[src/rtl/ttl_bus_capture_fifo.sv]
// ttl_bus_capture_fifo: captures the shared tri-state bus into a show-ahead
// FIFO when strobed while driven; sticky flags report undriven/full captures.
module ttl_bus_capture_fifo #(
    parameter int WIDTH      = 8,
    parameter int DEPTH      = 4,
    parameter int DELAY_RISE = 8,
    parameter int DELAY_FALL = 8
) (
    input  logic                   Clk,
    input  logic                   Reset_bar,
    input  logic                   OE1_bar,
    input  logic                   OE2_bar,
    input  logic [WIDTH-1:0]       Bus,
    input  logic                   Load_bar,
    input  logic                   Ready,
    input  logic                   Clr_err_bar,
    output logic [WIDTH-1:0]       Q,
    output logic                   Valid,
    output logic                   Full,
    output logic [$clog2(DEPTH):0] Count,
    output logic                   Overrun,
    output logic                   Float_err
);

    localparam int AW = $clog2(DEPTH);
    localparam int CW = AW + 1;

    // Delays annotate clock-to-output timing for board models only.
    if (DEPTH < 2 || DEPTH > 16 || (DEPTH & (DEPTH - 1)) != 0 ||
        DELAY_RISE < 0 || DELAY_FALL < 0) begin : g_param_check
        $error("ttl_bus_capture_fifo: illegal parameters");
    end

    logic [WIDTH-1:0] mem_q [DEPTH];
    logic [AW-1:0]    wr_ptr_q, wr_ptr_d;
    logic [AW-1:0]    rd_ptr_q, rd_ptr_d;
    logic [CW-1:0]    count_q, count_d;
    logic             overrun_q, overrun_d;
    logic             float_q, float_d;
    logic             driven, push_req, pop, push_ok;
    logic             full, valid;

    assign full  = (count_q == CW'(DEPTH));
    assign valid = (count_q != '0);

    always_comb begin
        driven    = !OE1_bar && !OE2_bar;
        push_req  = !Load_bar && driven;
        pop       = valid && Ready;
        // A same-cycle pop frees the slot a full FIFO needs.
        push_ok   = push_req && (!full || pop);
        wr_ptr_d  = push_ok ? wr_ptr_q + AW'(1) : wr_ptr_q;
        rd_ptr_d  = pop ? rd_ptr_q + AW'(1) : rd_ptr_q;
        count_d   = count_q + CW'(push_ok) - CW'(pop);
        overrun_d = Clr_err_bar ? overrun_q : 1'b0;
        float_d   = Clr_err_bar ? float_q : 1'b0;
        if (push_req && full && !pop) begin
            overrun_d = 1'b1;
        end
        if (!Load_bar && !driven) begin
            float_d = 1'b1;
        end
    end

    always_ff @(posedge Clk) begin
        if (!Reset_bar) begin
            wr_ptr_q  <= '0;
            rd_ptr_q  <= '0;
            count_q   <= '0;
            overrun_q <= 1'b0;
            float_q   <= 1'b0;
        end else begin
            wr_ptr_q  <= wr_ptr_d;
            rd_ptr_q  <= rd_ptr_d;
            count_q   <= count_d;
            overrun_q <= overrun_d;
            float_q   <= float_d;
        end
    end

    // Storage is deliberately left unreset.
    always_ff @(posedge Clk) begin
        if (Reset_bar && push_ok) begin
            mem_q[wr_ptr_q] <= Bus;
        end
    end

    assign Q         = valid ? mem_q[rd_ptr_q] : '0;
    assign Valid     = valid;
    assign Full      = full;
    assign Count     = count_q;
    assign Overrun   = overrun_q;
    assign Float_err = float_q;

endmodule

[config.mk]
export PLATFORM = sky130hd
export DESIGN_NAME = ttl_bus_capture_fifo
export DESIGN_NICKNAME = d
export VERILOG_FILES = /design/src/rtl/ttl_bus_capture_fifo.sv
export SDC_FILE = /design/constraint.sdc
export NUM_CORES = 1
export LEC_CHECK = 0
export CAP_MARGIN = 40
export CORE_MARGIN = 1
export CORE_UTILIZATION = 37
export DETAILED_ROUTE_END_ITERATION = 7
export GPL_TIMING_DRIVEN = 1
export HOLD_SLACK_MARGIN = 0.03
export PLACE_DENSITY_LB_ADDON = 0.15
export RECOVER_POWER = 100
export SETUP_SLACK_MARGIN = 0.3
export SLEW_MARGIN = 40
export SYNTH_ARGS = -nofsm -noshare
export SYNTH_HDL_FRONTEND = slang
export SYNTH_SLANG_ARGS = --single-unit
[constraint.sdc]
create_clock -name Clk -period 5.2 [get_ports Clk]
set_input_delay 0.78 -clock Clk [delete_from_list [all_inputs] [get_ports Clk]]
set_output_delay 0.78 -clock Clk [all_outputs]
set_load 0.01 [all_outputs]
Yosys cells after proc, flatten, opt, wreduce, memory -nomap -nowiden
Memory sizes are Yosys's and may differ from the RTL's. A register that Yosys moved wholly into a read port is not among the register bits.
Cells that the tools add are included.
{"block": "op_classes", "add_sub_neg": 4, "eq_ne": 3, "mux": 8, "reduce_logical": 16}
{"op": "$logic_and 1x1->1", "n": 8}
{"op": "$mux 8", "n": 1}
{"op": "$logic_not 1->1", "n": 6}
{"op": "$mux 1", "n": 5}
{"op": "$add 2x1->2 const B", "n": 2}
{"op": "$mux 2", "n": 2}
{"op": "$ne 2x1->1 const B", "n": 2}
{"op": "$add 3x1->3", "n": 1}
{"op": "$eq 3x3->1 const B", "n": 1}
{"op": "$reduce_bool 3->1", "n": 1}
{"op": "$sub 3x1->3", "n": 1}
{"op": "$logic_or 1x1->1", "n": 1}
{"block": "totals", "register_bits": 9, "ram_bits": 32, "out_inout_bits": 15, "n_memories": 1}
{"memory": "mem_q", "words": 4, "width": 8, "rd": 1, "rd_ports_with_merged_regs": 1, "write_ports": 1, "line_no": "34", "text": "logic [WIDTH-1:0] mem_q [DEPTH];"}

Longest topological paths before layout
Gate-level depths: netlist (run 1).
{"block": "logic_depth", "ltp_word": 7, "mapped_depth": 10, "ltp_nobuf": 9}

Worst setup path after synthesis (run 1)
Ideal clock, no wire load.
{"block": "synth_path", "kind": "input to register", "start": "input port OE2_bar", "end": "register count_q[2], in the netlist Count[2]", "setup_time_ns": 0.115, "arrival_time_ns": 2.324, "required_ns": 5.085, "setup_slack_ns": 2.761, "stages": 10, "path_buffers": 1, "cell_sequence": "nor3_2 nor2b_1 buf_2 a21o_1 ha_1 inv_1 fa_1 xnor2_1 xnor2_1 and2_1"}
{"block": "synth_via", "elab_chain_cells": 6}
{"item": "start, declared", "line_no": "12", "text": "input logic OE2_bar,"}
{"item": "$logic_not 1->1", "line_no": "47", "text": "driven = !OE1_bar && !OE2_bar;"}
{"item": "$logic_and 1x1->1", "line_no": "47"}
{"item": "$logic_and 1x1->1", "line_no": "48", "text": "push_req = !Load_bar && driven;"}
{"item": "$logic_and 1x1->1", "line_no": "51", "text": "push_ok = push_req && (!full || pop);"}
{"item": "$add 3x1->3", "line_no": "54", "text": "count_d = count_q + CW'(push_ok) - CW'(pop);"}
{"item": "$sub 3x1->3", "line_no": "54"}
{"item": "end signal, assigned", "line_no": "75", "text": "count_q <= count_d;"}
{"item": "end, declared", "line_no": "37", "text": "logic [CW-1:0] count_q, count_d;"}
No other way between the ends.
A chain may end at the register's enable or synchronous reset.

==> results of run 1 <==
==> sequential cells by signal (all words and copies together) (netlist names), named ones only <==
name       cells
Overrun        1
Count          3
rd_ptr_q       2
wr_ptr_q       2
Float_err      1
mem_q         32
==> logic make-up (layout without fill, tap and decap cells) <==
| logic type | Yosys count | after routing | synth area share, % |
|---|---|---|---|
| muxes | 10 | 10 | 11.2 |
| AOI/OAI and AO/OA | 6 | 6 | 2.52 |
| buffers and inverters | 9 | 42 | 2.52 |
| and+or+nand+nor | 33 | 33 | 11.6 |
| xor gates and xnor gates | 3 | 3 | 1.47 |
| DFF | 43 | 43 | 66.1 |
| adders and majority gates | 6 | 6 | 4.62 |
==> through the flow <==
step	setup WS (ps)	power, mW	hold WS [ps]
2_1_floorplan	2760	0.615	456
3_3_place_gp	2090	0.752	469
3_5_place_dp	2050	0.759	487
4_1_cts	2200	1.02	497
5_1_grt	2000	1.04	526
6_report	2140	0.976	500
==> worst max path at each step <==
stage	start	endpoint	slack [ps]	depth (start not counted)
6_report	flop	Q[2]	2140	3
5_1_grt	flop	Q[2]	2000	3
4_1_cts	flop	Q[1]	2200	3
3_5_place_dp	OE2_bar	Count[2]	2050	10
3_3_place_gp	OE2_bar	Count[2]	2090	10
2_1_floorplan	OE2_bar	Count[2]	2760	10
==> power breakdown <==
part / total (mW) / internal [mW] / switching (mW)
clock: 0.264 / 0.155 / 0.109
sequential: 0.431 / 0.391 / 0.0405
combinational: 0.281 / 0.167 / 0.114
total: 0.976 / 0.713 / 0.263
==> cell type report <==
type                            count  area [um^2]  share of cell area (%)
Timing Repair Buffer               30          298                    13.4
Tap cell                           52         65.1                    2.93
Inverter                            4         15.0                   0.677
Clock buffer                        6         82.6                    3.72
Multi-Input combinational cell     58          542                    24.4
Clock inverter                      2         35.0                    1.58
Sequential cell                    43         1180                    53.2
==> critical path, stage by stage (launching register included) <==
cell	delay, ps
dfxtp_1	680
mux4_2	560
nor2b_1	150
dlygate4sd3_1	600
==> cell usage in the layout (no fill, tap or decap), drive strengths merged <==
| cell | instances |
|---|---|
| bufinv | 1 |
| or3 | 1 |
| mux2i | 2 |
| ha | 5 |
| clkdlybuf4s50 | 4 |
| dlygate4sd3 | 25 |
| dfxtp | 11 |
| o31ai | 1 |
| mux4 | 8 |
| nor3 | 2 |
| clkbuf | 6 |
| nor4b | 1 |
| nor2b | 11 |
| and3 | 4 |
| xnor2 | 3 |
| and2 | 5 |
| edfxtp | 32 |
| fa | 1 |
| clkinv | 1 |
| nor2 | 2 |
| a22oi | 1 |
| nand2 | 6 |
| o21ai | 2 |
| nor3b | 1 |
| buf | 1 |
| inv | 4 |
| a21boi | 1 |
| a21o | 1 |
==> layer usage <==
layer / track usage (%) / wire [um]
met5: 0 / 0
met4: 4.58 / 43
met3: 4.78 / 103
met2: 22.1 / 1580
met1: 16.2 / 1290
==> metrics, run 1 <==
status completed; final design utilization 49.3%; Hold Crit Depth 2; Rows 24; worst-path maximum fanout 8; pwr/cell area 440 mW/mm^2; top post-synthesis cells by area edfxtp_1 54%, dfxtp_1 12%, mux4_2 10%; Placeable Area 0.00450 mm^2; RSZ-0062 raised after global routing no; clock root cell clkbuf_8; Endpoint, Worst Hold wr_ptr_q[1]; Filler Cells Inserted 388; clock sinks 43; crit end category output port; Post-CTS Setup Inserts 0; antenna-violating nets left 0; post-DR vias/cell 4.91; PortBufs 29; hold path start wr_ptr_q[1]; clk_skew 5.22 ps; final instance area 0.00222 mm^2; number of DRC markers in iteration 0 33; Skew-Pair Late Insertion Delay 290 ps; post-CTS resize count 0; global-route wire length before repair 4880 um; Post-Layout Cell Count 195; Total GRT Usage 13.3%; CTS Buf Count 5; die width 71.5 um; routed len/inst 15.5 um; most frequent cell after synthesis edfxtp_1; first drt pass iteration count 4; placed cell count 187; layout cells sized above 1 12.6%; placer's final routability congestion estimate 0.662; Initial Util 39.7%; Slew Limit Fails 0; H-tree levels 2; top cell type's share of synthesized area 53.7%; VDD IR-drop max 0.211 mV; LEAKAGE 0.795 nW; cell taking the most area after synthesis edfxtp_1; largest net degree at the start of global routing 17; Syn Nets 131; P&R area growth vs syn 24.1%; Worst EP arrival 2280 ps; internal reg-to-reg setup slack 2940 ps; most frequent cells after synthesis 32 x edfxtp_1, 11 x dfxtp_1, 11 x nor2b_1; max-cap check violation count 0; Post-Syn Area 0.00179 mm^2; Tcrit/Tclk final 58.8%; ys async rst share 0%; Fin Setup TNS 0 ps; fmax 327 MHz; worst r2r dst Count[2]; max_slew headroom 62.6%; hold buffer count at cts 0; Mapped Avg Cell Area 16.3 um^2; global route overflow 0; EDFF count, synth 32; Top Ports 30; drt total wl 3020 um; Worst-Margin Slew 560 ps; dpl cell area 0.00212 mm^2; reg2reg start Count[1]; required time worst endpoint 4420 ps; Post-Syn Instances 110; clock slew at reported path FFs 70 ps; final setup vio count 0; Setup Crit Path Kind reg -> out; Worst setup SP type flop; Hold Vio Cnt, Final 0; Residual DRC 0; worst hold-check path type reg -> reg; CTS tree built; ANT cells 0; number of global-route vias before repair 979; initial antenna violation count 0; Yosys reg bits 43; nets@finish 163; R2R depth 9; via count 958; post-synthesis cell type count 27; Synth Flop Type edfxtp_1; overall die height 71.5 um; Bufs on Longest Clock Path 2; Seq/Total Area, Yosys 66.1%; clock period minus final worst setup slack 3060 ps; Post-DP HPWL 2070 um; DIE AREA 0.00511 mm^2; warnings from Yosys 0
(Power assumes the default switching activity.)
==> inputs of run 2 (changes only) <==
clock period = 2.6 ns   (was 5.2 ns; I/O delays follow)
==> metrics, run 2 (synthesized netlist as in run 1, its figures left out) <==
nets@finish 172; crit end category output port; fmax 420 MHz; number of global-route vias before repair 1083; status completed; Residual DRC 0; hold path start wr_ptr_q[1]; Total GRT Usage 14.1%; pwr/cell area 878 mW/mm^2; ANT cells 0; H-tree levels 2; Bufs on Longest Clock Path 2; commonest non-fill, non-tap cell in the layout edfxtp_1; antenna-violating nets left 0; largest reg by FF count mem_q; number of flip-flops under the largest register name 32; internal reg-to-reg setup slack 420 ps; max_slew headroom 62.8%; clk_skew 3.03 ps; worst hold-check path type reg -> reg; P&R area growth vs syn 26.9%; Fin Setup TNS 0 ps; Skew-Pair Late Insertion Delay 300 ps; CTS tree built; Placeable Area 0.00450 mm^2; Tcrit/Tclk final 91.5%; Worst EP arrival 1990 ps; Setup Crit Path Kind reg -> out; post-DR vias/cell 4.96; overall die height 71.5 um; worst r2r dst Count[2]; reg2reg start Count[1]; max-cap check violation count 0; RSZ-0062 raised after global routing yes; first drt pass iteration count 4; Initial Util 39.7%; routed len/inst 15.6 um; Worst setup SP type flop; final design utilization 50.4%; global-route wire length before repair 5230 um; Endpoint, Worst Hold wr_ptr_q[1]; global route overflow 0; Hold Vio Cnt, Final 0; commonest cells after routing, fill and taps aside 32 x edfxtp_1, 16 x dlygate4sd3_1, 11 x nor2b_1; clock root cell clkbuf_8; drt total wl 3180 um; Slew Limit Fails 0; largest net degree at the start of global routing 17; Worst-Margin Slew 558 ps; DIE AREA 0.00511 mm^2; Post-DP HPWL 2260 um; PortBufs 29; VDD IR-drop max 0.470 mV; placer's final routability congestion estimate 0.665; initial antenna violation count 0; LEAKAGE 0.800 nW; die width 71.5 um; final setup vio count 0; clock period minus final worst setup slack 2380 ps; Rows 24; layout cells sized above 1 14.5%; clock slew at reported path FFs 80 ps; via count 1012; CTS Buf Count 5; R2R depth 8; clock sinks 43; Top Ports 30; worst-path maximum fanout 11; hold buffer count at cts 0; Hold Crit Depth 2; number of DRC markers in iteration 0 51; required time worst endpoint 2210 ps
==> run 2: cell count changes in the layout (fill, tap and decap cells not counted), sizes merged <==
cell,previous run,this run
clkinv,1,2
dlygate4sd2,0,2
clkdlybuf4s50,4,6
clkdlybuf4s25,0,4
dlygate4sd3,25,16
clkbuf,6,13
buf,1,3
==> run 2: how the worst max path moves through the flow <==
| stage | startpoint | end | slack (ps) | cells after the start |
|---|---|---|---|---|
| global route | Ready | Count[2] | 130 | 10 |
| floorplan | Count[1] | Count[2] | 550 | 10 |
| global placement | OE2_bar | Count[2] | 140 | 10 |
| CTS | flop | Q[4] | 310 | 4 |
| detailed placement | Ready | Count[2] | 60 | 10 |
| finish | Count[1] | Q[6] | 220 | 4 |
==> run 2: layout make-up <==
cell class | count | area (um^2)
clock inverters | 3 | 43.8
inverters | 4 | 15.0
flip-flops and latches | 43 | 1180
well taps | 52 | 65.1
multi-input cells | 58 | 557
fillers | 408 | 2240
repair buffers | 39 | 334
clock buffers | 5 | 68.8
==> run 2: what timing repair did <==
| item | in CTS | in global routing |
|---|---|---|
| setup buffers | 2 | 0 |
| resized for setup | 5 | 6 |
| setup endpoints to repair | 8 | 6 |
==> run 2: layer usage <==
metal  wire length, um  up-vias  GRT usage (%)
met4                53        0           7.41
met1              1360      493           16.7
met2              1640       26           23.6
li1                  -      484              -
met3               126        9           3.80
met5                 0        -              0
==> run 2: through the flow <==
| step | area [um^2] | instances | hold WS (ps) | total power [mW] | worst slack (ps) |
|---|---|---|---|---|---|
| final | 2270 | 204 | 504 | 1.99 | 221 |
| after global routing | 2270 | 204 | 526 | 2.09 | 134 |
| after CTS | 2310 | 204 | 508 | 2.06 | 307 |
| after detailed placement | 2170 | 194 | 497 | 1.54 | 62.1 |
| after global placement | 2170 | 194 | 468 | 1.52 | 140 |
| after floorplan | 1790 | 110 | 456 | 1.23 | 547 |
==> run 2: worst max-delay path: stages (launching register included) <==
cell	delay (ps)
dfxtp_1	420
nor3_1	210
clkbuf_1	460
nor2b_1	100
clkdlybuf4s50_1	500
==> run 2: report_power, final <==
part | internal, mW | switching [mW]
registers | 0.786 | 0.0674
logic | 0.359 | 0.266
clock network | 0.286 | 0.228
total | 1.43 | 0.561
